===== src/rtl/blackjack_pkg.sv =====
// Shared types, deck constants and card-index helpers for the blackjack card dealer.
// A card index 0..51 encodes suit in idx/13 and rank in idx%13+1.
package blackjack_pkg;

    localparam int DECK_SIZE      = 52;
    localparam int CARDS_PER_SUIT = 13;

    typedef logic [3:0] card_value_t;
    typedef logic [1:0] card_symbol_t;
    typedef logic [5:0] card_idx_t;
    typedef logic [5:0] card_count_t;

    typedef enum logic [1:0] {
        ST_IDLE,
        ST_PICK,
        ST_PROBE,
        ST_GRANT
    } dealer_state_e;

    localparam card_count_t FULL_DECK = card_count_t'(DECK_SIZE);
    localparam card_idx_t   LAST_IDX  = card_idx_t'(DECK_SIZE - 1);

    // Six random bits cover 0..63; the top twelve values wrap back onto the deck.
    function automatic card_idx_t fold_idx(input logic [5:0] raw);
        if (raw >= card_idx_t'(DECK_SIZE)) begin
            return raw - card_idx_t'(DECK_SIZE);
        end
        return raw;
    endfunction

    function automatic card_symbol_t idx_to_symbol(input card_idx_t idx);
        if (idx >= card_idx_t'(3 * CARDS_PER_SUIT)) begin
            return 2'd3;
        end else if (idx >= card_idx_t'(2 * CARDS_PER_SUIT)) begin
            return 2'd2;
        end else if (idx >= card_idx_t'(CARDS_PER_SUIT)) begin
            return 2'd1;
        end
        return 2'd0;
    endfunction

    function automatic card_value_t idx_to_value(input card_idx_t idx);
        card_idx_t rank;
        rank = idx - card_idx_t'(CARDS_PER_SUIT) * card_idx_t'(idx_to_symbol(idx)) + card_idx_t'(1);
        return card_value_t'(rank);
    endfunction

endpackage


===== src/rtl/card_lfsr.sv =====
// Free-running 16-bit Fibonacci LFSR (taps 16,14,13,11) used as the shuffle entropy source.
// A zero seed would lock the register at zero, so it is replaced by a known non-zero value.
module card_lfsr (
    input  logic        clk,
    input  logic        rst,
    input  logic [15:0] seed,
    output logic [15:0] state
);

    logic [15:0] lfsr_q;
    logic [15:0] lfsr_d;
    logic [15:0] seed_safe;
    logic        feedback;

    always_comb begin
        feedback  = lfsr_q[15] ^ lfsr_q[13] ^ lfsr_q[12] ^ lfsr_q[10];
        lfsr_d    = {lfsr_q[14:0], feedback};
        seed_safe = (seed == 16'h0000) ? 16'hACE1 : seed;
    end

    always_ff @(posedge clk) begin
        if (rst) begin
            lfsr_q <= seed_safe;
        end else begin
            lfsr_q <= lfsr_d;
        end
    end

    assign state = lfsr_q;

endmodule


===== src/rtl/card_dealer.sv =====
// Deals random cards without replacement to a player and a dealer requester,
// arbitrating round-robin and probing a used-card mask linearly from a random start.
module card_dealer
    import blackjack_pkg::*;
#(
    parameter logic [15:0] LFSR_SEED = 16'hACE1
) (
    input  logic               clk,
    input  logic               rst,
    input  logic               shuffle,
    input  logic               player_req,
    input  logic               dealer_req,
    output logic               player_ack,
    output logic               dealer_ack,
    output logic         [3:0] card_value,
    output logic         [1:0] card_symbol,
    output logic         [5:0] cards_left,
    output logic               deck_empty,
    output logic               busy
);

    dealer_state_e            state_q, state_d;
    card_idx_t                idx_q, idx_d;
    logic [DECK_SIZE-1:0]     used_q, used_d;
    card_count_t              left_q, left_d;
    card_value_t              value_q, value_d;
    card_symbol_t             symbol_q, symbol_d;
    logic                     player_ack_q, player_ack_d;
    logic                     dealer_ack_q, dealer_ack_d;
    logic                     winner_q, winner_d;
    logic                     prio_dealer_q, prio_dealer_d;
    logic                     winner_req;
    logic [15:0]              lfsr_state;
    logic                     lfsr_unused;

    card_lfsr u_lfsr (
        .clk   (clk),
        .rst   (rst),
        .seed  (LFSR_SEED),
        .state (lfsr_state)
    );

    assign lfsr_unused = ^lfsr_state[15:6];

    // winner_q: 1 means the dealer owns the in-flight request.
    always_comb begin
        state_d       = state_q;
        idx_d         = idx_q;
        used_d        = used_q;
        left_d        = left_q;
        value_d       = value_q;
        symbol_d      = symbol_q;
        player_ack_d  = 1'b0;
        dealer_ack_d  = 1'b0;
        winner_d      = winner_q;
        prio_dealer_d = prio_dealer_q;
        winner_req    = winner_q ? dealer_req : player_req;

        case (state_q)
            ST_IDLE: begin
                if ((player_req || dealer_req) && (left_q != card_count_t'(0))) begin
                    state_d  = ST_PICK;
                    winner_d = (player_req && dealer_req) ? prio_dealer_q : dealer_req;
                end
            end
            ST_PICK: begin
                if (!winner_req) begin
                    state_d = ST_IDLE;
                end else begin
                    idx_d   = fold_idx(lfsr_state[5:0]);
                    state_d = ST_PROBE;
                end
            end
            ST_PROBE: begin
                if (!winner_req) begin
                    state_d = ST_IDLE;
                end else if (used_q[idx_q]) begin
                    idx_d = (idx_q == LAST_IDX) ? card_idx_t'(0) : idx_q + card_idx_t'(1);
                end else begin
                    state_d        = ST_GRANT;
                    used_d[idx_q]  = 1'b1;
                    left_d         = left_q - card_count_t'(1);
                    value_d        = idx_to_value(idx_q);
                    symbol_d       = idx_to_symbol(idx_q);
                    player_ack_d   = ~winner_q;
                    dealer_ack_d   = winner_q;
                    prio_dealer_d  = ~winner_q;
                end
            end
            ST_GRANT: begin
                state_d = ST_IDLE;
            end
            default: begin
                state_d = ST_IDLE;
            end
        endcase

        // A shuffle discards any grant being prepared this cycle, card outputs included.
        if (shuffle) begin
            state_d       = ST_IDLE;
            used_d        = '0;
            left_d        = FULL_DECK;
            value_d       = value_q;
            symbol_d      = symbol_q;
            player_ack_d  = 1'b0;
            dealer_ack_d  = 1'b0;
            prio_dealer_d = prio_dealer_q;
        end
    end

    always_ff @(posedge clk) begin
        if (rst) begin
            state_q       <= ST_IDLE;
            idx_q         <= '0;
            used_q        <= '0;
            left_q        <= FULL_DECK;
            value_q       <= '0;
            symbol_q      <= '0;
            player_ack_q  <= 1'b0;
            dealer_ack_q  <= 1'b0;
            winner_q      <= 1'b0;
            prio_dealer_q <= 1'b0;
        end else begin
            state_q       <= state_d;
            idx_q         <= idx_d;
            used_q        <= used_d;
            left_q        <= left_d;
            value_q       <= value_d;
            symbol_q      <= symbol_d;
            player_ack_q  <= player_ack_d;
            dealer_ack_q  <= dealer_ack_d;
            winner_q      <= winner_d;
            prio_dealer_q <= prio_dealer_d;
        end
    end

    assign player_ack  = player_ack_q;
    assign dealer_ack  = dealer_ack_q;
    assign card_value  = value_q;
    assign card_symbol = symbol_q;
    assign cards_left  = left_q;
    assign deck_empty  = (left_q == card_count_t'(0));
    assign busy        = (state_q != ST_IDLE);

endmodule


===== config.mk =====
export PLATFORM = sky130hd
export DESIGN_NAME = card_dealer
export DESIGN_NICKNAME = d
export VERILOG_FILES = /design/src/rtl/blackjack_pkg.sv /design/src/rtl/card_lfsr.sv /design/src/rtl/card_dealer.sv
export SDC_FILE = /design/constraint.sdc
export NUM_CORES = 1
export LEC_CHECK = 0
export ABC_AREA = 1
export CAP_MARGIN = 20
export CORE_ASPECT_RATIO = 1.1
export CORE_UTILIZATION = 40
export CTS_BUF_LIST = sky130_fd_sc_hd__clkbuf_2 sky130_fd_sc_hd__clkbuf_4 sky130_fd_sc_hd__clkbuf_8
export CTS_CLUSTER_SIZE = 20
export DETAILED_ROUTE_END_ITERATION = 7
export PLACE_DENSITY_LB_ADDON = 0.25
export SYNTH_ARGS = -nofsm -noshare
export SYNTH_HDL_FRONTEND = slang
export SYNTH_SLANG_ARGS = --single-unit

===== constraint.sdc =====
create_clock -name clk -period 4.4 [get_ports clk]
set_clock_uncertainty 0.2 [all_clocks]
set_input_delay 0.88 -clock clk [delete_from_list [all_inputs] [get_ports clk]]
set_output_delay 0.88 -clock clk [all_outputs]
set_load 0.05 [all_outputs]

Word level (Yosys, flattened, before mapping)
Cells that the tools add are included.

cells by class
  add/sub/neg operators = 5
  $mul = 1
  order comparisons = 6
  equal/unequal tests = 9
  multiplexer cells = 34
  bitwise operators = 9
  reductions and logical operators = 16

operators with widths
  kind                 number
  $or 52x52->52        1
  $mux 6               6
  $mux 2               11
  $mux 1               13
  $ge 6x6->1 const B   2
  $pmux 6 s2           1
  $ne 2x2->1 const B   4
  $pmux 2 s4           1
  $reduce_and 4->1     2
  $lt 6x7->1 const B   1
  $add 6x1->6 const B  1
  $bmux 1 s6           1
  $demux 1 s6          1
  $eq 6x6->1 const B   1
  $ge 6x1->1 const B   1
  $ge 6x4->1 const B   1
  $ge 6x5->1 const B   1
  $logic_not 6->1      1
  $reduce_bool 6->1    1
  $sub 6x1->6 const B  1
  $sub 6x6->6 const B  1
  $not 1->1            5
  $reduce_or 5->1      1
  $add 4x1->4 const B  1
  13 further kinds     20

word-level totals
  flip-flop bits (word level) = 92
  bits of input ports = 5
  output and inout bits = 16
  word-level logic and storage cells = 91

Logic depth before layout (Yosys ltp)
Gate-level depths: netlist (run 1).

  word-level depth = 14
  mapped depth = 19
  gate-level depth less buffers = 18

By module
From an unflattened synthesis (run 1), not the netlist that was laid out.

unflattened totals
  cells, all modules = 741
  area, all modules = 4,847.1 µm²

by module, submodules not included
  module       times used  cells an instance  area an instance (µm²)  seq. area each (µm²)
  card_dealer  1           642                4,182.8                 1,521.5
  card_lfsr    1           99                 664.4                   320.3

Worst setup path before layout (run 1)
No wires, ideal clock.

  path kind = reg-to-reg
  from = reg idx_q[1]
  to = reg value_q[3] (netlist: card_value[3])
  setup time = 0.117 ns
  arrival = 2.710 ns
  data required time = 4.083 ns
  path slack = 1.373 ns
  stages on the path, launching flop included = 18
  buffers on the path = 2
  clock period less this slack = 3.027 ns
  cell sequence = dfxtp_1 buf_2 inv_2 buf_2 ha_1 inv_1 nand2_1 a31oi_1 o21ai_0 ha_1 inv_1 fa_1 xnor2_1 xnor2_1 xor2_1 nand3_1 nand2_1 nor2_1

between the ends
  longest elaborated chain between the ends = 14
  elaborated cells on any way between the ends = 22
  those cells by class = 2 x add/sub; 1 x mul; 3 x order compare; 14 x mux; 1 x bitwise; 1 x reduce/logical

RTL lines
  item                      line                 text
  start: declaration        card_dealer.sv:23    card_idx_t idx_q, idx_d;
  start signal: assignment  card_dealer.sv:125   idx_q <= idx_d;
  $ge 6x4->1                blackjack_pkg.sv:36  end else if (idx >= card_idx_t'(CARDS_PER_SUIT)) begin
  $mux 1                    blackjack_pkg.sv:36
  $mux 1                    blackjack_pkg.sv:34  end else if (idx >= card_idx_t'(2 * CARDS_PER_SUIT)) begin
  $mux 1                    blackjack_pkg.sv:32  if (idx >= card_idx_t'(3 * CARDS_PER_SUIT)) begin
  $mux 1                    card_dealer.sv:77    end else if (used_q[idx_q]) begin
  $mux 1                    card_dealer.sv:75    if (!winner_req) begin
  $mux 1                    card_dealer.sv:59    case (state_q)
  $mux 2                    blackjack_pkg.sv:39  return 2'd0;
  $mux 2                    card_dealer.sv:77
  $mux 2                    card_dealer.sv:75
  $mux 2                    card_dealer.sv:59
  $mul 4x2->4               blackjack_pkg.sv:44  rank = idx - card_idx_t'(CARDS_PER_SUIT) * card_idx_t'(idx_to_symbol(idx)) + card_idx_t'(1);
  $sub 4x4->4               blackjack_pkg.sv:44
  $add 4x1->4               blackjack_pkg.sv:44
  end signal: assignment    card_dealer.sv:128   value_q <= value_d;
  end: declaration          card_dealer.sv:26    card_value_t value_q, value_d;

Several ways; a longest one is shown, not always the timed one. The select of a mux whose other input is x is not followed.
A chain may end at the register's enable or synchronous reset.

Worst setup path after layout (run 1)
Same ends and word-level chain as after synthesis.

==> flow_summary_export.csv, run 1 <==
group,metric,value,unit
placement,pre_cts_ws,784.7,ps
worst_setup_path,start_kind,"flop",
synth,synth.largest_area_cell,"dfxtp_1",
clock_network,h-tree-depth,3,
floorplanning,die_h,114.4,um
placement,place_area,0.004853,sq mm
clock_network,insertion_delay,370,ps
cells_and_area,fillers,1141,
timing,fin_crit_sh,82.82,%
timing,slew_headroom,45.34,%
grt,grt_pass1_vias,3928,
timing,finalSetupViolCount,0,
floorplanning,io-pin-count,21,
cells_and_area,areaGrowthSynthToFinish,10.54,%
job,drv_cap,0,
synth,synthDistinctLibCells,35,
power,p_leak,0.002189,uW
clock_network,cts.sinks,92,
grt,grt_max_degree,46,
worst_setup_path,worstPathArrival,3720,ps
drt,wl_per_cell,13.24,um
timing,fin_setup_tns,0,ps
synth,synth_edf_count,0,
drt,dr.pass1.iters,5,
worst_setup_path,crit_fanout,21,
timing,period_minus_slack,3644,ps
synth,ys_seq_elements,92,
drt,drt_iter0_drc,277,
hold_path,hold_class,"flop to flop",
grt,grt_pass1_wl,18690,um
timing,rsz0062_at_grt,"false",
clock_network,cts_tree,"done",
timing,max_freq,274.4,MHz
power,peakVddDrop,0.1957,mV
clock_network,cts.path.max_buffers,2,
cells_and_area,fin_area,0.005076,sq mm
clock_network,cts_buffers,9,
floorplanning,initial_utilization,41.52,%
synth,netlist_area,0.004592,sq mm
grt,grt.overflow.total,0,
timing,hold_slack,214.0,ps
synth,yosysMostFrequentCell,"nand2_1",
drt,drcViolationCount,0,
floorplanning,rows,40,
synth,ys_seq_area_share,40.11,%
timing,max_slew.worst_pin.slew,819.9,ps
synth,yosys_warnings,0,
placement,gp_congestion,0.8423,
outcome,outcome,"finished clean",
grt,gr-usage-all-layers,19.83,%
timing,fin_ws,756.0,ps
worst_setup_path,cp_slowest_cell,"dfxtp_1",
floorplanning,die_width,104.2,um
cells_and_area,antenna_cells,0,
placement,dp_hpwl,7541,um
synth,synth_fa_ha_area_share,3.161,%
synth,syn_nets,704,
worst_setup_path,cp_top_family,"adder cells",
cells_and_area,fin_util,45.89,%
synth,syn_inst,688,
synth,synth_compound_area_share,11.83,%
synth,synthTopCellsByCount,"251 x nand2_1, 101 x nor2_1, 92 x dfxtp_1",
clock_network,clkTransAtPathRegs,90,ps
clock_network,cts.repair.resized,0,
floorplanning,dieArea,0.01191,sq mm
floorplanning,core_area,0.01106,sq mm
cells_and_area,multiInputGateArea,0.002379,sq mm
worst_setup_path,crit_chain,"inv_2 -> ha_1 -> inv_1 -> nand2_1 -> a31oi_1 -> o21ai_0 -> ha_1 -> inv_1 -> fa_1 -> xnor2_1 -> xnor2_1 -> xor2_1 -> nand3_1 -> nand2_1 -> nor2_1",
cells_and_area,regArea,0.001842,sq mm
cells_and_area,final_nets,709,
synth,async_flop_share,0,%
cells_and_area,drive_gt1_share,5.444,%
synth,syn_avg_cell_area,6.674,sq um
drt,via_per_inst,4.915,
synth,synth_simple_gate_area_share,34.52,%
synth,synth_top_family_by_area,"simple AND/OR/NAND/NOR gates",
synth,yosysTopAreaCellShare,40.11,%
drt,vias,4153,
clock_network,root_buffer,"clkbuf_8",
worst_setup_path,crit_type,"flop to flop",
synth,synth_xor_xnor_area_share,2.289,%
clock_network,ctsHoldBuffers,0,
worst_setup_path,worstPathBufferInverterCount,3,
synth,synth_top_flop_cell,"dfxtp_1",
drt,antenna_left,0,
worst_setup_path,end_kind,"flop",
power,p_per_area,326.6,mW/mm^2
clock_network,post-cts-setup-buffer-count,0,
worst_setup_path,max_stage_delay,720,ps
synth,synthTopCellsByArea,"dfxtp_1 40%, nand2_1 21%, nor2_1 8.3%",
worst_setup_path,cp.required,4480,ps
synth,synthMuxAreaShare,0,%
grt,antenna_found_initial,0,
timing,drv_slew,0,
drt,wl,11190,um
placement,io_buffers,20,
timing,finalHoldViolCount,0,
[layer usage]
metal	vias to the layer above	global-route usage, %	share of wire (%)
li1	2155	-	-
met1	1890	25.10	46
met2	91	34.13	48
met3	17	2.504	4.7
met4	0	8.476	1.8
met5	-	0	0
[state kept, by name, indices dropped and copies added (netlist names)]
name,flops
prio_dealer_q,1
state_q,2
idx_q,6
dealer_ack,1
card_value,4
used_q,52
player_ack,1
winner_q,1
card_symbol,2
u_lfsr.state,16
cards_left,6
[worst paths after layout]
path                                            startpoint                    endpoint  slack (ps)  cells after the start
worst max-delay path                 idx_q[1]$_SDFFE_PP0P_  card_value[3]$_SDFFE_PP0P_         760                     15
worst min-delay path            u_lfsr.state[8]$_SDFF_PP0_  u_lfsr.state[9]$_SDFF_PP0_         210                      2
worst max register to register       idx_q[1]$_SDFFE_PP0P_  card_value[3]$_SDFFE_PP0P_         760                     15
worst min register to register  u_lfsr.state[8]$_SDFF_PP0_  u_lfsr.state[9]$_SDFF_PP0_         210                      2
[power breakdown]
group | total [uW] | internal [uW] | switching, uW
Clock | 640 | 324 | 317
Combinational | 156 | 48.2 | 108
Sequential | 861 | 847 | 13.8
[layout by cell type, fill, tap and decap left out, types with 2 or more instances in the layout]
cell type,n
ha_1,10
nor3_1,4
bufinv_16,2
inv_2,3
nand2_1,251
a21oi_1,54
o21ai_0,17
nand3b_1,2
nand2_2,2
xor2_1,8
o211ai_1,3
dfxtp_1,92
nand3_1,18
o21bai_1,15
inv_1,51
clkdlybuf4s50_1,20
nor2_1,101
or2_2,6
clkbuf_8,9
a31oi_1,2
buf_4,3
nor2_4,4
inv_6,2
xnor2_1,4
[tightest hold or removal path: cells and delay by family (launching register included)]
family	cells	cell delay [ps]
buffers and inverters	1	40
flip-flops	1	310
AND/OR/NAND/NOR	1	30
[cell families after synthesis]
logic type,Yosys count
XOR/XNOR,12
flip-flops,92
buffers and inverters,85
adder cells (fa/ha/maj),11
AND/OR/NAND/NOR,392
AO/OA/AOI/OAI,96
[area by class of cell]
type	instances	area share (%)
Multi-Input combinational cell	511	46.86
Timing Repair Buffer	24	4.782
Tap cell	147	3.623
Clock inverter	7	1.947
Inverter	55	4.067
Sequential cell	92	36.28
Clock buffer	9	2.440
[per-stage QoR]
step / total power [uW] / instances
floorplan: 997.4 / 688
global placement: 1035 / 829
detailed placement: 1038 / 829
CTS: 1672 / 845
global route: 1727 / 845
finish: 1658 / 845
(Power assumes the default switching activity.)
==> inputs of run 2 (changes only) <==
- clock period: 4.4 -> 3.3 ns (I/O delays scaled with it)
==> run 2 against run 1 <==
Sequential cell count unchanged. Non-clock buffer count up 9. Setup slack got worse by 460 ps. Critical path type unchanged. Sequential share of layout area down 0.13 points. Largest power group unchanged. Critical path depth up 1. Combinational power rose by 44%. Largest cell class unchanged. Fmax up 21%. Via count increased by 0.75%.
==> flow_summary_export.csv, run 2 (synthesis results as in run 1) <==
group,metric,value,unit
cells_and_area,drive_gt1_share,7.072,%
power,power,2096,uW
power,pwr-share-seq,54.6,%
worst_setup_path,crit_type,"flop to flop",
placement,dp_hpwl,7493,um
cells_and_area,areaGrowthSynthToFinish,11.09,%
drt,drt_iter0_drc,200,
clock_network,cts.path.max_buffers,2,
power,p_per_area,410.9,mW/mm^2
placement,io_buffers,20,
clock_network,cts_tree,"done",
worst_setup_path,worstReg2RegEnd,"card_value[3]$_SDFFE_PP0P_",
clock_network,insertion_delay,370,ps
outcome,outcome,"finished clean",
worst_setup_path,r2r_start,"idx_q[4]$_SDFFE_PP0P_",
cells_and_area,fillers,1166,
timing,finalSetupViolCount,0,
grt,antenna_found_initial,0,
placement,pre_cts_ws,118.3,ps
cells_and_area,final_common_cell,"nand2_1",
worst_setup_path,r2r_slack,300,ps
grt,use_met2,33.91,%
power,sw_frac_of_total,28.32,%
power,clkPwrFrac,34.7,%
power,p_int,1503,uW
floorplanning,dieArea,0.01191,sq mm
worst_setup_path,cp.required,3360,ps
floorplanning,core_area,0.01106,sq mm
power,peakVddDrop,0.2233,mV
clock_network,ctsHoldBuffers,0,
worst_setup_path,start_kind,"flop",
worst_setup_path,crit_fanout,6,
drt,drcViolationCount,0,
grt,use_met3,3.472,%
grt,grt_pass1_wl,19000,um
hold_path,hold_class,"flop to flop",
hold_path,hp-start,"u_lfsr.state[7]$_SDFF_PP1_",
timing,period_minus_slack,3004,ps
floorplanning,die_h,114.4,um
hold_path,whs_path_depth,2,
job,drv_cap,0,
placement,gp_congestion,0.8845,
grt,grt.overflow.total,0,
timing,fin_ws,295.5,ps
drt,dr.pass1.iters,4,
timing,fin_crit_sh,91.04,%
floorplanning,rows,40,
clock_network,post-cts-setup-buffer-count,0,
cells_and_area,antenna_cells,0,
drt,wl,11150,um
grt,grt_max_degree,42,
worst_setup_path,r2r_cells,16,
cells_and_area,top_register,"used_q",
grt,top_usage_layer,"met2",
drt,antenna_left,0,
clock_network,cts_buffers,9,
timing,max_freq,332.8,MHz
drt,via_per_inst,4.899,
clock_network,h-tree-depth,3,
power,combPwrFrac,10.7,%
timing,rsz0062_at_grt,"false",
grt,grt_pass1_vias,3941,
timing,finalHoldViolCount,0,
hold_path,worstHoldEndpoint,"u_lfsr.state[8]$_SDFF_PP0_",
floorplanning,io-pin-count,21,
timing,fin_setup_tns,0,ps
drt,vias,4184,
grt,met1_usage,25.68,%
cells_and_area,final_cell_mix,"251 x nand2_1, 100 x nor2_1, 90 x dfxtp_1, 54 x a21oi_1, 51 x inv_1",
cells_and_area,largest_reg_flops,52,
clock_network,root_buffer,"clkbuf_8",
power,p_leak,0.002232,uW
clock_network,clkTransAtPathRegs,90,ps
floorplanning,die_width,104.2,um
floorplanning,initial_utilization,41.52,%
worst_setup_path,worstPathArrival,3070,ps
power,power.switching,593.5,uW
worst_setup_path,end_kind,"flop",
cells_and_area,final_nets,718,
drt,wl_per_cell,13.06,um
timing,drv_slew,0,
timing,slew_headroom,63.77,%
timing,max_slew.worst_pin.slew,541.9,ps
grt,gr-usage-all-layers,20.15,%
clock_network,cts.sinks,92,
==> run 2: cell types whose count changed in the layout (fill, tap and decap cells not counted), moves of 2 or more <==
| cell | before | now |
|---|---|---|
| bufinv_16 | 2 | 0 |
| dfxtp_1 | 92 | 90 |
| buf_4 | 3 | 13 |
| dfxtp_2 | 0 | 2 |
==> run 2: repair_timing <==
| action | in CTS | in global routing |
|---|---|---|
| resized for setup | 0 | 5 |
| hold endpoints to repair | 0 | 0 |
| endpoints found under the setup margin | 0 | 2 |
==> run 2: cell type report <==
| class | count | area (sq um) | area share [%] |
|---|---|---|---|
| Sequential cell | 92 | 1844 | 36.15 |
| Inverter | 55 | 206.4 | 4.047 |
| Clock inverter | 6 | 47.55 | 0.9321 |
| Tap cell | 147 | 183.9 | 3.606 |
| Multi-Input combinational cell | 511 | 2381 | 46.68 |
| Clock buffer | 10 | 137.6 | 2.698 |
| Timing Repair Buffer | 33 | 300.3 | 5.887 |
==> run 2: worst max path at each step <==
stage                               startpoint                          to  depth (start not counted)
floorplan                idx_q[1]$_SDFFE_PP0P_  card_value[3]$_SDFFE_PP0P_                         17
global placement         idx_q[4]$_SDFFE_PP0P_  card_value[3]$_SDFFE_PP0P_                         16
detailed placement       idx_q[4]$_SDFFE_PP0P_  card_value[3]$_SDFFE_PP0P_                         16
CTS                 cards_left[0]$_SDFFE_PP0P_                  deck_empty                          7
global route             idx_q[4]$_SDFFE_PP0P_  card_value[3]$_SDFFE_PP0P_                         16
finish                   idx_q[4]$_SDFFE_PP0P_  card_value[3]$_SDFFE_PP0P_                         16
==> run 2: per-stage QoR <==
stage               utilization (%)  hold slack (ps)  instance area (sq um)  instances
floorplan                         -            188.3                   4592        688
global placement              44.38            191.6                   4908        838
detailed placement            44.38            195.0                   4908        838
CTS                           46.05            217.2                   5094        854
global route                  46.12            225.0                   5101        854
finish                        46.12            214.7                   5101        854
==> run 2: routing by layer <==
metal	vias to the layer above	routed length, um	part of all wire, %
li1	2169	-	-
met4	0	224	2.0
met3	19	532	4.8
met1	1915	5233	47
met2	81	5161	46
met5	-	0	0
==> run 2: power groups by stage <==
stage	sequential, uW	combinational (uW)	clock, uW
after detailed placement	1170	222	0
after global placement	1170	220	0
final	1140	225	727
after CTS	1140	224	752
after floorplan	1170	163	0
after global routing	1150	252	799
==> run 2: critical path: stages (launching register included) <==
cell and delay, ps:
dfxtp_2 390, inv_1 80, nor2_1 90, inv_1 70, nor2_2 130, nand2_1 70
o211ai_1 160, o21ai_1 170, ha_1 330, inv_1 70, fa_1 440, xnor2_1 210
xnor2_1 150, xor2_1 170, nand3_1 90, nand2_1 70, nor2_1 40
